[src/rtl/sl_preceptron_pkg.sv]
// Shared definitions for the perceptron layer.
// Contents: FSM state encoding, external weight address decode helpers
// (flat address = neuron*VECTOR_LENGTH + element), and saturation bounds for
// a signed accumulator of a given width.
package sl_preceptron_pkg;

    typedef enum logic [1:0] {
        ST_IDLE    = 2'd0,
        ST_LOAD    = 2'd1,
        ST_COMPUTE = 2'd2,
        ST_DONE    = 2'd3
    } state_t;

    function automatic logic addr_in_range(input logic [31:0] addr,
                                           input int unsigned neurons,
                                           input int unsigned vlen);
        return addr < (neurons * vlen);
    endfunction

    function automatic logic [31:0] addr_neuron(input logic [31:0] addr,
                                                input int unsigned vlen);
        return addr / vlen;
    endfunction

    function automatic logic [31:0] addr_elem(input logic [31:0] addr,
                                              input int unsigned vlen);
        return addr % vlen;
    endfunction

    // Largest / smallest value of a signed accumulator 'width' bits wide.
    function automatic logic signed [63:0] sat_max(input int unsigned width);
        return (64'sd1 <<< (width - 1)) - 64'sd1;
    endfunction

    function automatic logic signed [63:0] sat_min(input int unsigned width);
        return -(64'sd1 <<< (width - 1));
    endfunction

endpackage

[src/rtl/sl_preceptron_wbank.sv]
// Single-port weight RAM for one neuron, registered (1-cycle) read.
// Ports:
//   clk   - clock
//   en    - access enable
//   we    - write when en&we; otherwise en performs a read
//   addr  - element index
//   wdata - write data
//   rdata - read data, valid the cycle after a read access; holds otherwise
// Contents are not reset.
module sl_preceptron_wbank
    import sl_preceptron_pkg::*;
#(
    parameter int DEPTH = 64,
    parameter int WIDTH = 8,
    parameter int AW    = (DEPTH > 1) ? $clog2(DEPTH) : 1
) (
    input  logic             clk,
    input  logic             en,
    input  logic             we,
    input  logic [AW-1:0]    addr,
    input  logic [WIDTH-1:0] wdata,
    output logic [WIDTH-1:0] rdata
);

    logic [WIDTH-1:0] mem [DEPTH];

    always_ff @(posedge clk) begin
        if (en) begin
            if (we) begin
                mem[addr] <= wdata;
            end else begin
                rdata <= mem[addr];
            end
        end
    end

endmodule

[src/rtl/sl_preceptron_layer.sv]
// Perceptron layer: buffers one input vector, then dot-products it against
// NUM_NEURONS weight banks in parallel and compares each sum to a threshold.
// Ports:
//   clk, rst           - clock, synchronous active-high reset
//   in_valid/in_ready  - input beat handshake; in_data lane0 = lowest element
//   mem_wen/mem_ren    - external weight write/read (served only in IDLE)
//   mem_addr/mem_wdata - flat weight address (neuron*VECTOR_LENGTH+element), data
//   mem_rdata/rvalid   - read data, one cycle after an accepted read
//   mem_err            - one-cycle pulse for a rejected access
//   cfg_threshold      - per-neuron signed thresholds, sampled on COMPUTE entry
//   status_sum/fire    - per-neuron final sum and sum>=threshold, held
//   status_valid       - one-cycle pulse when status updates
//   busy               - high outside IDLE
//   dbg_state          - current FSM state (state_t encoding)
// Handshake: a beat transfers on a rising edge where in_valid && in_ready;
// in_ready depends only on state (high in IDLE and LOAD), never on in_valid.
// Build option: define SL_PRECEPTRON_SAT_EN for saturating (sticky per
// vector) accumulation; otherwise accumulation wraps two's-complement.
module sl_preceptron_layer
    import sl_preceptron_pkg::*;
#(
    parameter int DATA_IN_LANES  = 4,
    parameter int DATA_IN_WIDTH  = 8,
    parameter int WEIGHTS_WIDTH  = 8,
    parameter int VECTOR_LENGTH  = 64,
    parameter int NUM_NEURONS    = 4,
    parameter int SUM_WIDTH      = 24,
    parameter int MEM_ADDR_WIDTH = 16
) (
    input  logic                                 clk,
    input  logic                                 rst,
    input  logic                                 in_valid,
    output logic                                 in_ready,
    input  logic [DATA_IN_LANES*DATA_IN_WIDTH-1:0] in_data,
    input  logic                                 mem_wen,
    input  logic                                 mem_ren,
    input  logic [MEM_ADDR_WIDTH-1:0]            mem_addr,
    input  logic [WEIGHTS_WIDTH-1:0]             mem_wdata,
    output logic [WEIGHTS_WIDTH-1:0]             mem_rdata,
    output logic                                 mem_rvalid,
    output logic                                 mem_err,
    input  logic [NUM_NEURONS*SUM_WIDTH-1:0]     cfg_threshold,
    output logic [NUM_NEURONS*SUM_WIDTH-1:0]     status_sum,
    output logic [NUM_NEURONS-1:0]               status_fire,
    output logic                                 status_valid,
    output logic                                 busy,
    output logic [1:0]                           dbg_state
);

    localparam int BEATS = VECTOR_LENGTH / DATA_IN_LANES;
    localparam int EW    = (VECTOR_LENGTH > 1) ? $clog2(VECTOR_LENGTH) : 1;
    localparam int BW    = (BEATS > 1) ? $clog2(BEATS) : 1;
    localparam int NW    = (NUM_NEURONS > 1) ? $clog2(NUM_NEURONS) : 1;
    localparam int CW    = $clog2(VECTOR_LENGTH + 1);
    localparam int PW    = DATA_IN_WIDTH + WEIGHTS_WIDTH;

    state_t                            state_q, state_d;
    logic [BW-1:0]                     beat_q;
    logic [CW-1:0]                     issue_q;
    logic                              acc_v_q;
    logic [EW-1:0]                     acc_idx_q;
    logic [NW-1:0]                     rd_nrn_q;
    logic signed [DATA_IN_WIDTH-1:0]   vbuf_q [VECTOR_LENGTH];
    logic signed [SUM_WIDTH-1:0]       acc_q  [NUM_NEURONS];
    logic signed [SUM_WIDTH-1:0]       acc_d  [NUM_NEURONS];
    logic signed [SUM_WIDTH-1:0]       thr_q  [NUM_NEURONS];
    logic signed [PW-1:0]              prod   [NUM_NEURONS];
    logic signed [SUM_WIDTH-1:0]       prod_ext [NUM_NEURONS];

    logic                              bank_en    [NUM_NEURONS];
    logic                              bank_we    [NUM_NEURONS];
    logic [EW-1:0]                     bank_addr  [NUM_NEURONS];
    logic [WEIGHTS_WIDTH-1:0]          bank_rdata [NUM_NEURONS];

    logic          beat_acc, issuing, last_acc, enter_compute;
    logic          mem_req, mem_ok;
    logic [NW-1:0] ext_nrn;
    logic [EW-1:0] ext_elem;

    assign in_ready  = (state_q == ST_IDLE) || (state_q == ST_LOAD);
    assign busy      = (state_q != ST_IDLE);
    assign dbg_state = state_q;
    assign beat_acc  = in_valid && in_ready;
    // One read per COMPUTE cycle until every element has been issued.
    assign issuing   = (state_q == ST_COMPUTE) && (issue_q < CW'(VECTOR_LENGTH));
    assign last_acc  = acc_v_q && (acc_idx_q == EW'(VECTOR_LENGTH - 1));

    assign mem_req  = mem_wen || mem_ren;
    assign mem_ok   = mem_req && (state_q == ST_IDLE) &&
                      addr_in_range(32'(mem_addr), NUM_NEURONS, VECTOR_LENGTH);
    assign ext_nrn  = NW'(addr_neuron(32'(mem_addr), VECTOR_LENGTH));
    assign ext_elem = EW'(addr_elem(32'(mem_addr), VECTOR_LENGTH));
    assign mem_rdata = bank_rdata[rd_nrn_q];

    always_comb begin
        state_d = state_q;
        case (state_q)
            ST_IDLE:    if (beat_acc) state_d = (BEATS == 1) ? ST_COMPUTE : ST_LOAD;
            ST_LOAD:    if (beat_acc && (beat_q == BW'(BEATS - 1))) state_d = ST_COMPUTE;
            ST_COMPUTE: if (last_acc) state_d = ST_DONE;
            ST_DONE:    state_d = ST_IDLE;
            default:    state_d = ST_IDLE;
        endcase
    end

    assign enter_compute = (state_q != ST_COMPUTE) && (state_d == ST_COMPUTE);

    // Bank port mux: COMPUTE owns all banks; in IDLE the addressed bank
    // serves the external access. The two never overlap.
    always_comb begin
        for (int n = 0; n < NUM_NEURONS; n++) begin
            bank_en[n]   = 1'b0;
            bank_we[n]   = 1'b0;
            bank_addr[n] = EW'(issue_q);
            if (issuing) begin
                bank_en[n] = 1'b1;
            end else if (mem_ok && (ext_nrn == NW'(n))) begin
                bank_en[n]   = 1'b1;
                bank_we[n]   = mem_wen;
                bank_addr[n] = ext_elem;
            end
        end
    end

    for (genvar g = 0; g < NUM_NEURONS; g++) begin : g_bank
        sl_preceptron_wbank #(
            .DEPTH (VECTOR_LENGTH),
            .WIDTH (WEIGHTS_WIDTH),
            .AW    (EW)
        ) u_wbank (
            .clk   (clk),
            .en    (bank_en[g]),
            .we    (bank_we[g]),
            .addr  (bank_addr[g]),
            .wdata (mem_wdata),
            .rdata (bank_rdata[g])
        );
    end

`ifdef SL_PRECEPTRON_SAT_EN
    localparam logic signed [SUM_WIDTH-1:0] SUM_MAX = SUM_WIDTH'(sat_max(SUM_WIDTH));
    localparam logic signed [SUM_WIDTH-1:0] SUM_MIN = SUM_WIDTH'(sat_min(SUM_WIDTH));
    logic [NUM_NEURONS-1:0]    sat_q, sat_d;
    logic signed [SUM_WIDTH:0] wide [NUM_NEURONS];
`endif

    // Multiply-accumulate on the weight returned for element acc_idx_q.
    always_comb begin
`ifdef SL_PRECEPTRON_SAT_EN
        sat_d = sat_q;
`endif
        for (int n = 0; n < NUM_NEURONS; n++) begin
            prod[n]     = PW'(vbuf_q[acc_idx_q]) * PW'($signed(bank_rdata[n]));
            prod_ext[n] = SUM_WIDTH'(prod[n]);
`ifdef SL_PRECEPTRON_SAT_EN
            wide[n]  = (SUM_WIDTH+1)'(acc_q[n]) + (SUM_WIDTH+1)'(prod_ext[n]);
            acc_d[n] = acc_q[n];
            // Once clamped, a neuron holds its bound for the rest of the vector.
            if (!sat_q[n]) begin
                if (wide[n][SUM_WIDTH] != wide[n][SUM_WIDTH-1]) begin
                    sat_d[n] = 1'b1;
                    acc_d[n] = wide[n][SUM_WIDTH] ? SUM_MIN : SUM_MAX;
                end else begin
                    acc_d[n] = wide[n][SUM_WIDTH-1:0];
                end
            end
`else
            acc_d[n] = acc_q[n] + prod_ext[n];
`endif
        end
    end

`ifdef SL_PRECEPTRON_SAT_EN
    always_ff @(posedge clk) begin
        if (rst || enter_compute) begin
            sat_q <= '0;
        end else if (acc_v_q) begin
            sat_q <= sat_d;
        end
    end
`endif

    // Vector buffer holds data only; it needs no reset.
    always_ff @(posedge clk) begin
        if (beat_acc) begin
            for (int l = 0; l < DATA_IN_LANES; l++) begin
                vbuf_q[EW'(int'(beat_q) * DATA_IN_LANES + l)] <=
                    in_data[l*DATA_IN_WIDTH +: DATA_IN_WIDTH];
            end
        end
    end

    always_ff @(posedge clk) begin
        if (rst) begin
            state_q      <= ST_IDLE;
            beat_q       <= '0;
            issue_q      <= '0;
            acc_v_q      <= 1'b0;
            acc_idx_q    <= '0;
            rd_nrn_q     <= '0;
            mem_rvalid   <= 1'b0;
            mem_err      <= 1'b0;
            status_valid <= 1'b0;
            status_sum   <= '0;
            status_fire  <= '0;
            for (int n = 0; n < NUM_NEURONS; n++) begin
                acc_q[n] <= '0;
                thr_q[n] <= '0;
            end
        end else begin
            state_q      <= state_d;
            mem_err      <= mem_req && !mem_ok;
            mem_rvalid   <= mem_ok && mem_ren && !mem_wen;
            status_valid <= 1'b0;
            if (mem_ok) rd_nrn_q <= ext_nrn;

            if (beat_acc) begin
                beat_q <= (state_d == ST_COMPUTE) ? '0 : beat_q + BW'(1);
            end

            // Read pipeline: acc_v_q/acc_idx_q tag the bank data arriving next.
            acc_v_q   <= issuing;
            acc_idx_q <= EW'(issue_q);
            if (issuing) issue_q <= issue_q + CW'(1);

            if (enter_compute) begin
                issue_q <= '0;
                for (int n = 0; n < NUM_NEURONS; n++) begin
                    acc_q[n] <= '0;
                    thr_q[n] <= cfg_threshold[n*SUM_WIDTH +: SUM_WIDTH];
                end
            end else if (acc_v_q) begin
                for (int n = 0; n < NUM_NEURONS; n++) acc_q[n] <= acc_d[n];
            end

            if (state_q == ST_DONE) begin
                status_valid <= 1'b1;
                for (int n = 0; n < NUM_NEURONS; n++) begin
                    status_sum[n*SUM_WIDTH +: SUM_WIDTH] <= acc_q[n];
                    status_fire[n] <= (acc_q[n] >= thr_q[n]);
                end
            end
        end
    end

endmodule
[config.mk]
export PLATFORM = sky130hd
export DESIGN_NAME = sl_preceptron_layer
export DESIGN_NICKNAME = d
export VERILOG_FILES = /design/src/rtl/sl_preceptron_pkg.sv /design/src/rtl/sl_preceptron_wbank.sv /design/src/rtl/sl_preceptron_layer.sv
export SDC_FILE = /design/constraint.sdc
export NUM_CORES = 2
export LEC_CHECK = 0
export CORE_ASPECT_RATIO = 1.25
export CORE_UTILIZATION = 45
export DETAILED_ROUTE_END_ITERATION = 8
export SKIP_LAST_GASP = 1
export SLEW_MARGIN = 40
export SYNTH_ARGS = -nofsm -noshare
export SYNTH_HDL_FRONTEND = slang
export SYNTH_SLANG_ARGS = --single-unit
export TNS_END_PERCENT = 20
[constraint.sdc]
create_clock -name clk -period 8.7 [get_ports clk]
set_input_delay 1.74 -clock clk [delete_from_list [all_inputs] [get_ports clk]]
set_output_delay 1.74 -clock clk [all_outputs]
set_load 0.05 [all_outputs]
==> metrics.yaml <==
fmax_ghz: 0.121
die_x_microns: 478
drt_first_pass_iters: 9
grt.busiest_layer: "met2"
hold_buffers: 0
cts_tree: "yes"
antenna_left: 0
initial_core_util: 0.452
vias_per_cell: 5.91
top_level_ports: 272
detail_route.wl_per_cell_microns: 27.7
port_buffers: 271
timing_worst_setup_path_type: "flop to flop"
yosysTopAreaCell: "edfxtp_1"
clock_tree.root_cell: "clkbuf_16"
first_global_vias: 75000
multi_input_area_sq_um: 39000
drt_iter0_drc: 7596
synth_edf_count: 2760
synthDistinctLibCells: 86
grt_max_degree: 149
hold_viol: 0
fin_area_sq_um: 146000
rsz0062_at_grt: "no"
synthCells: 8195
post_cts_buffers: 0
power_uw: 39000
n_fill_cell: 22900
ys_top_cells_by_count: "2760 x edfxtp_1, 537 x nand2_1, 530 x inv_1"
nets: 9464
place_ws_ns: 0.290
setup_viol: 0
grt_use_total: 0.241
grt_first_pass_wirelength_mm: 511
cts.htree.levels: 5
core_sq_um: 282000
num_rows: 218
skew_ns: 0.101
drt-total-wl_mm: 347
synth_fp_nets: 9082
powerDensity_nw_per_um2: 267
cts_num_sinks: 2909
finalSetupTns_ns: 0
antenna_found_initial: 24
insertion_delay_ns: 0.88
ys_warn_count: 0
synth.area.top_cells: "edfxtp_1 65%, fa_1 6.5%, mux4_2 3.1%, ha_1 3.1%, a22oi_1 2.7%"
fin_cells: 12600
crit_path_end_kind: "flop"
postSynthAreaPerCell_sq_um: 15.5
cts_resized: 0
numCtsBuffers: 291
outcome: "finished with violations"
clk_pin_slew_ns: 0.06
num_vias: 74200
dp.cells: 12000
drv_cap: 0
startpoint_type: "flop"
period_needed_ns: 8.29
async_flop_share: 0
ff_latch_area_sq_um: 85900
maxSlewViolCount: 0
synth.top_cell.area_share: 0.651
irDropWorstVdd_uv: 206
hp-class: "flop to flop"
relSlewSlack: 0.372
drive_gt1_frac: 0.133
fin_ws_ns: 0.413
power.leakage_uw: 0.0494
critPathMaxFanout: 20
place_congestion: 0.866
yosysMostFrequentCell: "edfxtp_1"
met3_usage: 0.0313
grt_use_met1: 0.327
syn_to_final_growth_pct: 14.6
place_hpwl_mm: 225
arrival_ns: 8.97
grtUsageMet2: 0.402
finalCritPeriodShare: 0.953
ys_ff_latch: 2909
required_ns: 9.38
seq_area_frac_synth: 0.674
drcViolationCount: 112
violations: "design-rule violations"
dieArea_sq_um: 285000
synth.cell_area_sq_um: 127000
cts.path.max_buffers: 4
die_h_microns: 597
gr-total-overflow: 0
dpl_cell_area_sq_um: 136000
worstMarginPinSlew_ns: 0.934
ys.flop_type: "edfxtp_1"
state kept, by name (all words and copies together) (netlist names):
signal and cells:
acc_idx_q 6, acc_q 96, acc_v_q 1, beat_q 4, dbg_state 2, g_bank.u_wbank.mem 2048, g_bank.u_wbank.rdata 32, issue_q 7
mem_err 1, mem_rvalid 1, rd_nrn_q 2, status_fire 4, status_sum 96, status_valid 1, thr_q 96, vbuf_q 512
path summary, 6_finish.rpt:
| check | from | end | slack, ns | cells past startpoint |
|---|---|---|---|---|
| max | acc_idx_q[0]$_SDFF_PP0_ | acc_q[1][22]$_SDFFCE_PN0P_ | 0.41 | 23 |
| min reg2reg | status_sum[74]$_SDFFE_PP0P_ | status_sum[74]$_SDFFE_PP0P_ | 0.45 | 2 |
| min | status_sum[74]$_SDFFE_PP0P_ | status_sum[74]$_SDFFE_PP0P_ | 0.45 | 2 |
| max reg2reg | acc_idx_q[0]$_SDFF_PP0_ | acc_q[1][22]$_SDFFCE_PN0P_ | 0.41 | 23 |
critical path: stages (launching register included):
cell      delay, ns
dfxtp_4        0.47
buf_4          0.34
buf_4          0.28
mux4_2         0.53
mux4_2         0.48
mux4_2         0.73
and2_1         0.29
fa_1           0.46
fa_1           0.51
fa_1           0.54
inv_1          0.05
fa_1           0.47
inv_1          0.05
fa_1           0.44
ha_1           0.36
o21a_1         0.21
o31a_1         0.12
o31a_1         0.28
o211ai_1       0.16
nand2_1        0.13
a41o_1         0.29
o41ai_1        0.47
o21a_1         0.23
mux2i_1        0.18
power breakdown:
group,internal (uW),switching (uW)
sequential,15500,190
combinational,4850,6180
clock,6990,5300
total,27300,11700
cell families (layout without fill, tap and decap cells):
logic type | after synthesis | count (layout) | synth area share
other | 0 | 13 | 0
and+or+nand+nor | 1618 | 1618 | 0.0594
buffers and inverters | 942 | 1544 | 0.0300
AOI/OAI and AO/OA | 1577 | 1577 | 0.0906
adders and majority gates | 730 | 730 | 0.0962
muxes | 326 | 326 | 0.0432
DFF | 2909 | 2909 | 0.674
xor gates and xnor gates | 93 | 93 | 0.00640
cells in the final DEF (no fill, tap or decap), drive strengths merged, types with 153 or more instances in the layout:
cell,count
a21oi,253
a221oi,153
a22oi,466
a31oi,168
and2,261
buf,230
clkbuf,367
clkdlybuf4s50,260
edfxtp,2760
fa,416
ha,314
inv,539
mux4,176
nand2,537
nor2,439
final cells by class:
cell class,count,area share
timing repair buffer,497,0.0353
multi-input combinational,4344,0.267
antenna,13,0.000223
tap,3740,0.0321
clock buffer,360,0.0540
inverter,534,0.0138
clock inverter,153,0.00890
sequential,2909,0.589
metrics by stage:
stage	utilization	hold WS, ns
after floorplan	-	0.457
after global routing	0.518	0.467
after CTS	0.516	0.453
final	0.518	0.451
after global placement	0.480	0.444
after detailed placement	0.484	0.446
metal layers:
layer	part of all wire	up-vias	routed length (microns)
li1	-	32100	-
met1	0.41	38300	141000
met2	0.49	3166	171000
met3	0.071	535	24700
met4	0.030	4	10400
met5	0.000089	-	31
No activity file was read; power rests on OpenSTA's default activity.
